==> src/rtl/pll_reset_sequencer_if.sv <==
// Signal bundle between the PLL reset sequencer and its environment (PLL wrapper + software).
// The master side is the sequencer itself; the slave side is the PLL/system that it controls.
interface pll_reset_sequencer_if;
  logic       pll_locked;
  logic       soft_reset;
  logic       fault_clear;
  logic       pll_rst;
  logic       sys_reset_n;
  logic       ready;
  logic       fault;
  logic [3:0] retry_count;
  logic [7:0] lock_loss_cnt;

  modport master (
    input  pll_locked, soft_reset, fault_clear,
    output pll_rst, sys_reset_n, ready, fault, retry_count, lock_loss_cnt
  );

  modport slave (
    output pll_locked, soft_reset, fault_clear,
    input  pll_rst, sys_reset_n, ready, fault, retry_count, lock_loss_cnt
  );
endinterface

==> src/rtl/pll_reset_sequencer.sv <==
// PLL reset sequencer: pulses the PLL reset, waits for lock with timeout and bounded retries,
// debounces lock, then releases the system reset; re-sequences on lock loss or soft request.
module pll_reset_sequencer #(
  parameter int RST_PULSE_CYCLES    = 16,
  parameter int LOCK_STABLE_CYCLES  = 1024,
  parameter int LOCK_TIMEOUT_CYCLES = 50000,
  parameter int MAX_RETRIES         = 4
) (
  input  logic                  clk,
  input  logic                  reset_n,
  pll_reset_sequencer_if.master bus
);

  localparam int MAX_AB = (RST_PULSE_CYCLES > LOCK_STABLE_CYCLES) ? RST_PULSE_CYCLES
                                                                  : LOCK_STABLE_CYCLES;
  localparam int MAXC   = (MAX_AB > LOCK_TIMEOUT_CYCLES) ? MAX_AB : LOCK_TIMEOUT_CYCLES;
  localparam int CW     = $clog2(MAXC + 1);

  localparam logic [CW-1:0] RST_LAST  = CW'(RST_PULSE_CYCLES - 1);
  localparam logic [CW-1:0] STB_LAST  = CW'(LOCK_STABLE_CYCLES - 1);
  localparam logic [CW-1:0] TMO_LAST  = CW'(LOCK_TIMEOUT_CYCLES - 1);
  localparam logic [3:0]    RETRY_MAX = 4'(MAX_RETRIES);

  typedef enum logic [2:0] {
    S_RESET_PLL,
    S_WAIT_LOCK,
    S_STABILIZE,
    S_RUN,
    S_FAULT
  } state_e;

  state_e        state_q, state_d;
  logic [CW-1:0] cnt_q, cnt_d;
  logic [3:0]    retry_q, retry_d;
  logic [7:0]    loss_q, loss_d;
  logic          sync1_q, locked_s_q;
  logic          pll_rst_q, sys_rst_n_q, ready_q, fault_q;

  // pll_locked comes from the PLL's own lock detector, so it is asynchronous here.
  always_ff @(posedge clk or negedge reset_n) begin
    if (!reset_n) begin
      sync1_q    <= 1'b0;
      locked_s_q <= 1'b0;
    end else begin
      sync1_q    <= bus.pll_locked;
      locked_s_q <= sync1_q;
    end
  end

  always_ff @(posedge clk or negedge reset_n) begin
    if (!reset_n) begin
      state_q     <= S_RESET_PLL;
      cnt_q       <= '0;
      retry_q     <= '0;
      loss_q      <= '0;
      pll_rst_q   <= 1'b1;
      sys_rst_n_q <= 1'b0;
      ready_q     <= 1'b0;
      fault_q     <= 1'b0;
    end else begin
      state_q     <= state_d;
      cnt_q       <= cnt_d;
      retry_q     <= retry_d;
      loss_q      <= loss_d;
      pll_rst_q   <= (state_d == S_RESET_PLL) || (state_d == S_FAULT);
      sys_rst_n_q <= (state_d == S_RUN);
      ready_q     <= (state_d == S_RUN);
      fault_q     <= (state_d == S_FAULT);
    end
  end

  // cnt_q is shared: pulse width in RESET_PLL, timeout in WAIT_LOCK, stable run in STABILIZE.
  always_comb begin
    state_d = state_q;
    cnt_d   = cnt_q;
    retry_d = retry_q;
    loss_d  = loss_q;
    unique case (state_q)
      S_RESET_PLL: begin
        if (bus.soft_reset) begin
          cnt_d   = '0;
          retry_d = '0;
        end else if (cnt_q == RST_LAST) begin
          state_d = S_WAIT_LOCK;
          cnt_d   = '0;
        end else begin
          cnt_d = cnt_q + CW'(1);
        end
      end
      S_WAIT_LOCK: begin
        if (bus.soft_reset) begin
          state_d = S_RESET_PLL;
          cnt_d   = '0;
          retry_d = '0;
        end else if (locked_s_q) begin
          state_d = S_STABILIZE;
          cnt_d   = '0;
        end else if (cnt_q == TMO_LAST) begin
          retry_d = retry_q + 4'd1;
          cnt_d   = '0;
          state_d = ((retry_q + 4'd1) == RETRY_MAX) ? S_FAULT : S_RESET_PLL;
        end else begin
          cnt_d = cnt_q + CW'(1);
        end
      end
      S_STABILIZE: begin
        if (bus.soft_reset) begin
          state_d = S_RESET_PLL;
          cnt_d   = '0;
          retry_d = '0;
        end else if (!locked_s_q) begin
          // A glitch is not a failed attempt: rearm the timeout, keep the retry count.
          state_d = S_WAIT_LOCK;
          cnt_d   = '0;
        end else if (cnt_q == STB_LAST) begin
          state_d = S_RUN;
          cnt_d   = '0;
          retry_d = '0;
        end else begin
          cnt_d = cnt_q + CW'(1);
        end
      end
      S_RUN: begin
        if (!locked_s_q) begin
          state_d = S_RESET_PLL;
          cnt_d   = '0;
          if (loss_q != 8'hFF) loss_d = loss_q + 8'd1;
        end else if (bus.soft_reset) begin
          state_d = S_RESET_PLL;
          cnt_d   = '0;
        end
      end
      S_FAULT: begin
        if (bus.fault_clear) begin
          state_d = S_RESET_PLL;
          cnt_d   = '0;
          retry_d = '0;
        end
      end
      default: begin
        state_d = S_RESET_PLL;
        cnt_d   = '0;
      end
    endcase
  end

  assign bus.pll_rst       = pll_rst_q;
  assign bus.sys_reset_n   = sys_rst_n_q;
  assign bus.ready         = ready_q;
  assign bus.fault         = fault_q;
  assign bus.retry_count   = retry_q;
  assign bus.lock_loss_cnt = loss_q;

endmodule
==> src/flat_wrapper.sv <==
// flat-port wrapper written by rule: the top's interface ports become plain ports
module pll_reset_sequencer_flat 
#(
  parameter int RST_PULSE_CYCLES    = 16,
  parameter int LOCK_STABLE_CYCLES  = 1024,
  parameter int LOCK_TIMEOUT_CYCLES = 50000,
  parameter int MAX_RETRIES         = 4
)
  (clk, reset_n, bus_pll_locked, bus_soft_reset, bus_fault_clear, bus_pll_rst, bus_sys_reset_n, bus_ready, bus_fault, bus_retry_count, bus_lock_loss_cnt);
  pll_reset_sequencer_if bus_i ();
  input  logic clk;
  input  logic reset_n;
  input wire logic [$bits(bus_i.pll_locked)-1:0] bus_pll_locked;
  input wire logic [$bits(bus_i.soft_reset)-1:0] bus_soft_reset;
  input wire logic [$bits(bus_i.fault_clear)-1:0] bus_fault_clear;
  output wire logic [$bits(bus_i.pll_rst)-1:0] bus_pll_rst;
  output wire logic [$bits(bus_i.sys_reset_n)-1:0] bus_sys_reset_n;
  output wire logic [$bits(bus_i.ready)-1:0] bus_ready;
  output wire logic [$bits(bus_i.fault)-1:0] bus_fault;
  output wire logic [$bits(bus_i.retry_count)-1:0] bus_retry_count;
  output wire logic [$bits(bus_i.lock_loss_cnt)-1:0] bus_lock_loss_cnt;
  assign bus_i.pll_locked = bus_pll_locked;
  assign bus_i.soft_reset = bus_soft_reset;
  assign bus_i.fault_clear = bus_fault_clear;
  assign bus_pll_rst = bus_i.pll_rst;
  assign bus_sys_reset_n = bus_i.sys_reset_n;
  assign bus_ready = bus_i.ready;
  assign bus_fault = bus_i.fault;
  assign bus_retry_count = bus_i.retry_count;
  assign bus_lock_loss_cnt = bus_i.lock_loss_cnt;
  pll_reset_sequencer #(.RST_PULSE_CYCLES(RST_PULSE_CYCLES), .LOCK_STABLE_CYCLES(LOCK_STABLE_CYCLES), .LOCK_TIMEOUT_CYCLES(LOCK_TIMEOUT_CYCLES), .MAX_RETRIES(MAX_RETRIES)) u_core (.clk(clk), .reset_n(reset_n), .bus(bus_i));
endmodule
==> config.mk <==
export PLATFORM = sky130hd
export DESIGN_NAME = pll_reset_sequencer_flat
export DESIGN_NICKNAME = d
export VERILOG_FILES = /design/src/rtl/pll_reset_sequencer_if.sv /design/src/rtl/pll_reset_sequencer.sv /design/src/flat_wrapper.sv
export SDC_FILE = /design/constraint.sdc
export NUM_CORES = 1
export LEC_CHECK = 0
export CAP_MARGIN = 0
export CORE_MARGIN = 2
export CORE_UTILIZATION = 40
export CTS_BUF_LIST = sky130_fd_sc_hd__clkbuf_16
export CTS_CLUSTER_DIAMETER = 100
export DETAILED_ROUTE_END_ITERATION = 16
export PLACE_DENSITY = 0.63
export SYNTH_ARGS = -nofsm -noshare
export SYNTH_HDL_FRONTEND = slang
export SYNTH_SLANG_ARGS = --single-unit
==> constraint.sdc <==
create_clock -name clk -period 2.3 [get_ports clk]
set_input_delay 0.46 -clock clk [delete_from_list [all_inputs] [get_ports clk]]
set_output_delay 0.46 -clock clk [all_outputs]
set_load 0.02 [all_outputs]
==> run metrics, run 1 <==
relative slew slack=47.52%; grt total ovfl=0; Remaining DRCs=0; required time worst endpoint=2.46 ns; Post-Synth Simple-Gate Area=between 30% and 40%; CTS H-tree lvls=2; post-route ant nets=0; Setup CP Type=reg -> reg; Max Freq=436.6 MHz; number of global-route vias before repair=1,572; via count=roughly 1,700; Site Rows=25; GRT Total Usage=17.50%; wire length on met3=142 µm; Net Sw Power=0.0002898 W; share of cells above drive strength 1=25.60%; number of synthesized flops with an enable pin=0; DRT met1 WL=2103 µm; ANT cells=0; WL/cell=13.63 µm; first-pass GRT wire length=7327 µm; Area after DPL=0.002461 mm²; asr flop ratio synth=100.0%; syn nets=204; initial core utilization=41.51%; pwr dens=about 520 mW/mm²; Internal=0.001062 W; crit-path max FO=6; Top Metal Used=met4; Via density=5.246; Placed Cells=308; Crit. End Element=flip-flop; Buffers on Ports=20; Critical Path Start Type=flip-flop; chip width=74.01 µm; RSZ-0062 raised after global routing=true; area growth from synthesis to layout=33.69%; DR iter-0 viols=149; crit-path cells=or4_4, or4_4, nor2b_4, or3_4, mux2_2; Distinct cells, synth=48; Final Wtd Congestion=0.8473; Layout Nets=257; Slowest cell on crit path=or4_4; Yosys reg bits=36; IR drop worst, VDD=0.3093 mV; Net Sw Frac=between 20% and 30%; final core utilization=approximately 55%; max incr delay on CP=approximately 0.53 ns; Clk Latency, worst-skew pair=0.28 ns; CTS max path bufs=2; synthesized area per cell=10.00 µm²; Layout Cells excl Fill=approximately 320; Ports=21; total power=between 0.001 and 0.0015 W; Synth Area in Compound Gates=9.381%; Final min period=about 2.3 ns; core box area=0.004723 mm²; CTS buffer count=5; Gate Count Post-Synth=196; design area=0.002621 mm²; leak pwr=between 1 and 1.5 nW; routed wl met2=2017 µm; outcome=complete, no violations; CTS Sinks=36; mapped cell area=0.001961 mm²; largest net degree at the start of global routing=37; chip height=74.01 µm; drt total wl=4322 µm; Pre-antenna DRT Iters=4; post-synthesis mux area share=2.170%; # setup viols final=0; clock share of power=47.6%; Combinational Power Share=4.8%; dominant synthesized flop cell=dfrtp_1; dpl hpwl=3121 µm; largest family of logic cells by synthesized area=simple AND/OR/NAND/NOR gates; max cap viols=0; clk_skew=0.007170 ns; Crit path top cell by count=or4_4; critical path arrival=2.45 ns; sequential area share after synthesis=46.01%; CTS tree=done; post-synthesis xor/xnor area fraction=5.807%; initial antenna violation count=0; Root Buffer=clkbuf_16; Flop pwr share=about 48%; final worst-path cycle share=99.58%; Final Hold Vio Count=0; die area=0.005477 mm²; post-synthesis adder-cell area fraction=1.914%; Final Max Tran Viols=0; Slew @ Worst Pin=just under 0.8 ns; synth warn=0; clock transition at the registers of the reported paths=0.05 ns; HP Class=in -> async
-- flip-flops by register name, summed over array words and instances (netlist names) --
register / cells
u_core.state_q: 3
u_core.bus.pll_rst: 1
u_core.bus.fault: 1
u_core.bus.retry_count: 4
u_core.sync1_q: 1
u_core.locked_s_q: 1
u_core.bus.lock_loss_cnt: 8
u_core.cnt_q: 16
u_core.bus.sys_reset_n: 1
-- routing by layer --
layer  track usage, %  vias to the layer above
li1                 -                      834
met3            4.472                        7
met4            6.263                        0
met5                0                        -
met2            27.18                       29
met1            23.79                      793
-- cell type report --
class	instances	area [µm²]
Clock buffer	5	125.1
Clock inverter	3	15.01
Fill cell	410	2102
Inverter	3	11.26
Multi-Input combinational cell	148	1025
Sequential cell	36	903.4
Tap cell	67	83.83
Timing Repair Buffer	55	457.9
-- layout by cell type, fill, tap and decap left out, types with 8 or more instances in the layout --
| cell | netlist | routed |
|---|---|---|
| and3_1 | 8 | 8 |
| nand4_1 | 11 | 11 |
| clkdlybuf4s50_1 | 0 | 19 |
| buf_4 | 4 | 35 |
| xnor2_1 | 9 | 9 |
| nand2_1 | 10 | 10 |
| dfrtp_1 | 35 | 34 |
| o21ai_0 | 9 | 9 |
| nor2_1 | 19 | 19 |
| nor3_1 | 10 | 9 |
-- metrics by stage --
stage | hold WS (ns) | setup slack [ns] | setup TNS, ns
after global placement | 0.3376 | -0.05659 | -0.2041
after detailed placement | 0.3355 | -0.07829 | -0.5467
after global routing | 0.3305 | -0.03543 | -0.03543
after floorplan | 0.1644 | 0.01463 | 0
final | 0.2581 | 0.009547 | 0
after CTS | 0.3032 | -0.002262 | -0.002262
-- timing repair --
item                                    CTS  global route
hold endpoints to repair                  0             0
hold buffers                              0             0
pin swaps                                 1             1
buffers inserted                          0             1
endpoints found under the setup margin    2             2
resized for setup                         2             2
cloned                                    0             0
-- critical path, delay by kind of cell, from the launching register on --
family | cells | cell delay (ns)
flip-flops | 1 | 0.44
multiplexers | 1 | 0.27
AND/OR/NAND/NOR | 4 | 1.46
-- cells in the mapped netlist (all sizes together), types with 4 or more instances --
| cell | number | area share, % |
|---|---|---|
| o21ai | 10 | 2.6 |
| nand2 | 10 | 1.9 |
| nand3 | 5 | 1.3 |
| dfrtp | 35 | 45 |
| nor3 | 10 | 2.6 |
| buf | 5 | 1.8 |
| nor2 | 19 | 3.6 |
| a21oi | 5 | 1.3 |
| or4 | 4 | 1.9 |
| xor2 | 4 | 1.8 |
| nand4 | 11 | 3.5 |
| and3 | 8 | 2.6 |
| nor4 | 7 | 3.6 |
| clkbuf | 4 | 0.77 |
| xnor2 | 9 | 4.0 |
-- power by group through the flow --
stage	combinational [W]	clock (W)	sequential [W]
2_1_floorplan	0.0000252	0	0.000656
3_3_place_gp	0.0000656	0	0.000654
3_5_place_dp	0.0000659	0	0.000654
4_1_cts	0.0000669	0.000653	0.000643
5_1_grt	0.0000731	0.000686	0.000643
6_report	0.0000653	0.000643	0.000643
-- worst paths after layout --
| kind | cells past startpoint | slack (ns) | end | start |
|---|---|---|---|---|
| max reg2reg | 5 | 0.01 | u_core.cnt_q[0] | u_core.cnt_q[11] |
| max | 5 | 0.01 | u_core.cnt_q[0] | u_core.cnt_q[11] |
| min | 1 | 0.26 | u_core.bus.lock_loss_cnt[4] | reset_n |
| max in group asynchronous | 1 | 1.48 | u_core.cnt_q[11] | reset_n |
| min in group clk | 0 | 0.35 | u_core.locked_s_q | u_core.sync1_q |
| min reg2reg | 0 | 0.35 | u_core.locked_s_q | u_core.sync1_q |
-- logic make-up (layout without fill, tap and decap cells) --
group	count (synthesis)	count (layout)
adders and majority gates	3	3
muxes	4	4
and+or+nand+nor	99	99
buffers and inverters	12	66
AOI/OAI and AO/OA	29	29
xor gates and xnor gates	13	13
DFF	36	36
Note: power is estimated with default switching activity, not from simulation.
==> inputs of run 2 (changes only) <==
--- a/config.mk
+++ b/config.mk
@@ -6,7 +6,6 @@
 export NUM_CORES = 1
 export LEC_CHECK = 0
 export CAP_MARGIN = 0
-export CORE_MARGIN = 2
 export CORE_UTILIZATION = 40
 export CTS_BUF_LIST = sky130_fd_sc_hd__clkbuf_16
 export CTS_CLUSTER_DIAMETER = 100
==> run 2 against run 1 <==
Net effect: the flow now finishes with violations (setup timing); combinational power decreased by 2%; via count is 2.8% higher; total power rose by 1.9%; critical endpoint unchanged; largest cell class unchanged; largest power group is now clock.
==> run metrics, run 2 (synthesis results as in run 1) <==
worst setup margin=-0.003263 ns (-0.01281 ns); CTS buffer count=5 (unchanged); # setup viols final=1 (+1); commonest non-fill, non-tap cell in the layout=buf_4; dpl hpwl=3178 µm (+1.9%); Area after DPL=0.002461 mm² (unchanged); Ports=21 (unchanged); register with the most flip-flops=u_core.cnt_q; clock transition at the registers of the reported paths=0.06 ns (about the same); CTS tree=done; CTS Sinks=36 (unchanged); most frequent cells in the layout=36 x buf_4, 34 x dfrtp_1, 19 x nor2_1, 19 x clkdlybuf4s50_1, 11 x nand4_1; RSZ-0062 raised after global routing=true; initial antenna violation count=0 (unchanged); CP delay by family, top=simple AND/OR/NAND/NOR gates; Root Buffer=clkbuf_16; Setup CP Type=reg -> reg; HP Class=in -> async; Layout Nets=258 (+0.39%); Placed Cells=308 (unchanged); core box area=0.004723 mm² (unchanged); hold_ws=0.2763 ns (+0.01823 ns); WL/cell=13.73 µm (+0.68%); Crit path top cell by count=or4_4; Layout Cells excl Fill=318 (+0.32%); clock share of power=48.6% (+1.0 points); Slew @ Worst Pin=0.8237 ns (+0.03641 ns); Slowest cell on crit path=or4_4; Internal=0.001070 W (+0.76%); final worst-path cycle share=100.1% (+0.56 points); IR drop worst, VDD=0.3717 mV (+20%); leak pwr=1.181 nW (+0.70%); Net Sw Power=0.0003068 W (+5.9%); max reg flops=16 (unchanged); Pre-antenna DRT Iters=4 (unchanged); Final Max Tran Viols=0 (unchanged); post-route ant nets=0 (unchanged); largest net degree at the start of global routing=37 (unchanged); crit-path max FO=2 (-4); crit-path cells=or4_4, or4_4, nor2b_4, or3_4, mux2_2; max incr delay on CP=0.55 ns (+0.02 ns); Site Rows=25 (unchanged); Combinational Power Share=4.7% (about the same); relative slew slack=45.09% (-2.4 points); required time worst endpoint=2.46 ns (about the same); via count=1,709 (+2.8%); Via density=5.374 (+2.4%); Net Sw Frac=22.29% (+0.85 points); violated checks=setup timing; area growth from synthesis to layout=34.91%; number of global-route vias before repair=1,588 (+1.0%); drt total wl=4365 µm (+0.99%); critical path arrival=2.47 ns (+0.02 ns); CP bufs+invs=0 (unchanged); initial core utilization=41.51% (unchanged); max cap viols=0 (unchanged); chip width=72.01 µm (-2.7%); Setup Slack @ Placement=-0.1040 ns (-0.02574 ns); Final min period=2.303 ns (+0.01281 ns); Buffers on Ports=20 (unchanged); Flop pwr share=46.7% (-0.9 points); first-pass GRT wire length=7341 µm (+0.19%); Crit. End Element=flip-flop; chip height=72.01 µm (-2.7%); GRT Total Usage=18.64% (+1.1 points); Max Freq=434.2 MHz (-0.56%); Fin Setup TNS=-0.003263 ns (-0.003263 ns); FF-to-FF Start=u_core.cnt_q[14]; die area=0.005185 mm² (-5.3%); Clk Latency, worst-skew pair=0.28 ns (about the same); Remaining DRCs=0 (unchanged); share of cells above drive strength 1=27.09% (+1.5 points); Final Wtd Congestion=0.8435 (-0.45%); pwr dens=520.4 mW/mm² (+0.94%); ANT cells=0 (unchanged); CTS H-tree lvls=2 (unchanged); Final Hold Vio Count=0 (unchanged); outcome=complete, but fails checks; DR iter-0 viols=106 (-29%); grt total ovfl=0 (unchanged); CTS max path bufs=2 (unchanged); clk_skew=0.005088 ns (-0.002082 ns); design area=0.002645 mm² (+0.91%); Critical Path Start Type=flip-flop; Setup crit start=u_core.cnt_q[14]
run 2: worst paths after layout:
path / endpoint / slack (ns) / cells after the start
setup / recovery: u_core.cnt_q[0] / -0.003 / 5
hold / removal: u_core.bus.retry_count[2] / 0.28 / 1
setup reg to reg: u_core.cnt_q[0] / -0.003 / 5
hold reg to reg: u_core.locked_s_q / 0.36 / 0
max in group asynchronous: u_core.cnt_q[10] / 1.46 / 1
min in group clk: u_core.locked_s_q / 0.36 / 0
run 2: area by class of cell:
class / instances / area [µm²]
fillers: 405 / 2078
multi-input cells: 148 / 1032
flip-flops and latches: 36 / 903.4
repair buffers: 56 / 465.4
clock buffers: 5 / 125.1
well taps: 67 / 83.83
clock inverters: 3 / 23.77
inverters: 3 / 11.26
run 2: repair_timing:
| action | in CTS | in global routing |
|---|---|---|
| setup buffers | 1 | 1 |
| gates resized for setup | 4 | 1 |
| endpoints found under the setup margin | 2 | 3 |
| hold buffers | 0 | 0 |
| pin swaps | 2 | 1 |
run 2: power groups by stage:
stage          logic [W]  registers [W]  clock network, W
3_5_place_dp   0.0000644       0.000655                 0
2_1_floorplan  0.0000252       0.000656                 0
4_1_cts        0.0000655       0.000643          0.000690
5_1_grt        0.0000720       0.000644          0.000720
6_report       0.0000643       0.000643          0.000669
3_3_place_gp   0.0000632       0.000654                 0
run 2: stage by stage:
| stage | total power (W) | util [%] |
|---|---|---|
| final | 0.001376 | 56.00 |
| after global routing | 0.001436 | 56.00 |
| after CTS | 0.001399 | 55.68 |
| after detailed placement | 0.0007189 | 52.11 |
| after global placement | 0.0007175 | 52.11 |
| after floorplan | 0.0006811 | - |
run 2: worst reg2reg max path: cells and delay by family (launching register included):
family	cells	cell delay, ns
flops	1	0.38
simple gates	4	1.54
mux	1	0.26
run 2: metal layers:
layer | track usage (%) | up-vias | routed length [µm]
met4 | 8.932 | 0 | 72
li1 | - | 847 | -
met5 | 0 | - | 0
met1 | 24.98 | 819 | 2118
met2 | 28.41 | 37 | 2010
met3 | 4.583 | 6 | 164
==> inputs of run 3 (changes only) <==
--- a/config.mk
+++ b/config.mk
@@ -10,7 +10,8 @@
 export CTS_BUF_LIST = sky130_fd_sc_hd__clkbuf_16
 export CTS_CLUSTER_DIAMETER = 100
 export DETAILED_ROUTE_END_ITERATION = 16
-export PLACE_DENSITY = 0.63
+export PLACE_DENSITY = 0.61
+export SETUP_SLACK_MARGIN = 0.5
 export SYNTH_ARGS = -nofsm -noshare
 export SYNTH_HDL_FRONTEND = slang
 export SYNTH_SLANG_ARGS = --single-unit
==> constraint.sdc (replaced) <==
create_clock -name clk -period 2.6 [get_ports clk]
set_input_delay 0.52 -clock clk [delete_from_list [all_inputs] [get_ports clk]]
set_output_delay 0.52 -clock clk [all_outputs]
set_load 0.02 [all_outputs]
==> run 3 against run 2 <==
Net effect: the run now ends clean; worst hold slack gained 0.081 ns; sequential power is 11% lower; die area stayed put; clock power is 16% lower; critical path type unchanged; largest power group is now registers.
==> run metrics, run 3 (synthesis results as in run 1) <==
Pre-antenna DRT Iters=4 (unchanged); commonest non-fill, non-tap cell in the layout=dfrtp_1; most frequent cells in the layout=30 x dfrtp_1, 22 x buf_4, 20 x clkdlybuf4s50_1; Buffers on Ports=20 (unchanged); area growth from synthesis to layout=38.10%; # setup viols final=0 (-1); Site Rows=25 (unchanged); dpl hpwl=3360 µm (+5.7%); Combinational Power Share=5.1% (+0.4 points); chip width=72.01 µm (unchanged); Fin Setup TNS=0 ns (+0.003263 ns); Via density=5.576 (+3.8%); DR iter-0 viols=117 (+10%); HP Class=reg -> reg; max reg flops=16 (unchanged); largest net degree at the start of global routing=37 (unchanged); final core utilization=57.32% (+1.3 points); register with the most flip-flops=u_core.cnt_q; Crit. End Element=flip-flop; Remaining DRCs=0 (unchanged); r2r worst-path depth=5 (unchanged); max cap viols=0 (unchanged); CTS Hold Bufs=0 (unchanged); Flop pwr share=47.8% (+1.1 points); Final Wtd Congestion=0.9541 (+13%); initial antenna violation count=0 (unchanged); Final Max Tran Viols=0 (unchanged); required time worst endpoint=2.76 ns (+0.30 ns); FF-to-FF Start=u_core.cnt_q[14]; r2r endpoint=u_core.cnt_q[0]; initial core utilization=41.51% (unchanged); Layout Nets=249 (-3.5%); clock transition at the registers of the reported paths=0.05 ns (about the same); critical path arrival=2.47 ns (about the same); IR drop worst, VDD=0.2601 mV (-30%); Clk Latency, worst-skew pair=0.28 ns (about the same); core box area=0.004723 mm² (unchanged); Internal=0.0009397 W (-12%); clk_skew=0.003731 ns (-0.001357 ns); GRT Total Usage=20.09% (+1.4 points); Max Freq=433.5 MHz (-0.14%); share of cells above drive strength 1=32.23% (+5.1 points); Final Hold Vio Count=0 (unchanged); chip height=72.01 µm (unchanged); Ports=21 (unchanged); hold endpoint=u_core.locked_s_q; Hold Path Origin=u_core.sync1_q; number of global-route vias before repair=1,701 (+7.1%); Root Buffer=clkbuf_16; first-pass GRT wire length=7976 µm (+8.7%); ANT cells=0 (unchanged); Setup CP Type=reg -> reg; Net Sw Frac=21.44% (-0.85 points); Hold Path Stages=0; WL/cell=15.38 µm (+12%); Final min period=2.307 ns (+0.003309 ns); CTS tree=done; drt total wl=4753 µm (+8.9%); CTS max path bufs=2 (unchanged); clock share of power=47.2% (-1.4 points); Fill cells=408 (+0.74%); leak pwr=1.151 nW (-2.6%); CTS buffer count=5 (unchanged); final worst-path cycle share=88.71% (-11 points); pwr dens=441.8 mW/mm² (-15%); outcome=complete, no violations; grt total ovfl=0 (unchanged); Slew @ Worst Pin=0.4452 ns (-0.3785 ns); Worst R2R Setup Slack=0.29 ns (+0.30 ns); crit-path max FO=2 (unchanged); die area=0.005185 mm² (unchanged); Critical Path Start Type=flip-flop; relative slew slack=69.90% (+25 points); RSZ-0062 raised after global routing=true; CTS Sinks=36 (unchanged); hold_ws=0.3577 ns (+0.08138 ns); Net Sw Power=0.0002565 W (-16%); post-route ant nets=0 (unchanged); CTS H-tree lvls=2 (unchanged); via count=1,723 (+0.82%)
[run 3: cell types whose count changed in the layout (fill, tap and decap cells not counted), moves of 3 or more]
cell	previous run	this run
nor2_1	19	14
o21ai_0	9	4
dfrtp_1	34	30
nor3_1	9	5
o21ai_1	1	6
nor2_2	0	3
buf_6	0	5
buf_4	36	22
nor3_2	1	4
dfrtp_2	1	5
[run 3: layout make-up]
class	instances	area, µm²	area share [%]
clock buffers	5	125.1	4.621
clock inverters	3	15.01	0.5545
inverters	3	11.26	0.4159
multi-input cells	148	1142	42.19
flip-flops and latches	36	908.4	33.55
well taps	67	83.83	3.096
repair buffers	47	421.7	15.57
[run 3: repair_timing]
item                       CTS  global route
setup endpoints to repair   18            22
resized for setup           14            24
hold endpoints to repair     0             0
setup buffers                4             7
pin swaps                    4            11
[run 3: per-layer routing]
layer / GRT usage, % / wire, µm / up-vias
li1: - / - / 824
met1: 24.93 / 2006 / 836
met2: 33.02 / 2388 / 49
met3: 5.278 / 231 / 14
met4: 8.932 / 127 / 0
met5: 0 / 0 / -
[run 3: power groups by stage]
stage               registers, W  logic [W]  clock network [W]
global route            0.000572  0.0000686           0.000596
global placement        0.000581  0.0000532                  0
finish                  0.000571  0.0000604           0.000564
detailed placement      0.000581  0.0000555                  0
floorplan               0.000581  0.0000238                  0
CTS                     0.000571  0.0000596           0.000579
[run 3: worst max-delay path by stage]
| stage | startpoint | end | slack [ns] | cells past startpoint |
|---|---|---|---|---|
| 3_5_place_dp | u_core.cnt_q[11] | u_core.cnt_q[15] | 0.03 | 6 |
| 4_1_cts | u_core.cnt_q[11] | u_core.cnt_q[0] | 0.30 | 5 |
| 5_1_grt | u_core.cnt_q[14] | u_core.cnt_q[0] | 0.26 | 5 |
| 3_3_place_gp | u_core.cnt_q[11] | u_core.cnt_q[15] | 0.06 | 6 |
| 2_1_floorplan | u_core.cnt_q[4] | u_core.cnt_q[0] | 0.34 | 6 |
| 6_report | u_core.cnt_q[14] | u_core.cnt_q[0] | 0.29 | 5 |
[run 3: worst max-delay path, stage by stage, from the launching register on]
cell and delay (ns):
dfrtp_1 0.38, or4_4 0.55, or4_4 0.50, nor2b_4 0.15, or3_4 0.34, mux2_2 0.27
[run 3: per-stage QoR]
| step | instances | total power, W | instance area (µm²) | setup slack [ns] |
|---|---|---|---|---|
| 5_1_grt | 309 | 0.001237 | 2708 | 0.2571 |
| 6_report | 309 | 0.001196 | 2708 | 0.2934 |
| 3_5_place_dp | 290 | 0.0006367 | 2357 | 0.02634 |
| 3_3_place_gp | 290 | 0.0006340 | 2357 | 0.05814 |
| 2_1_floorplan | 196 | 0.0006053 | 2007 | 0.3428 |
| 4_1_cts | 302 | 0.001210 | 2589 | 0.2998 |
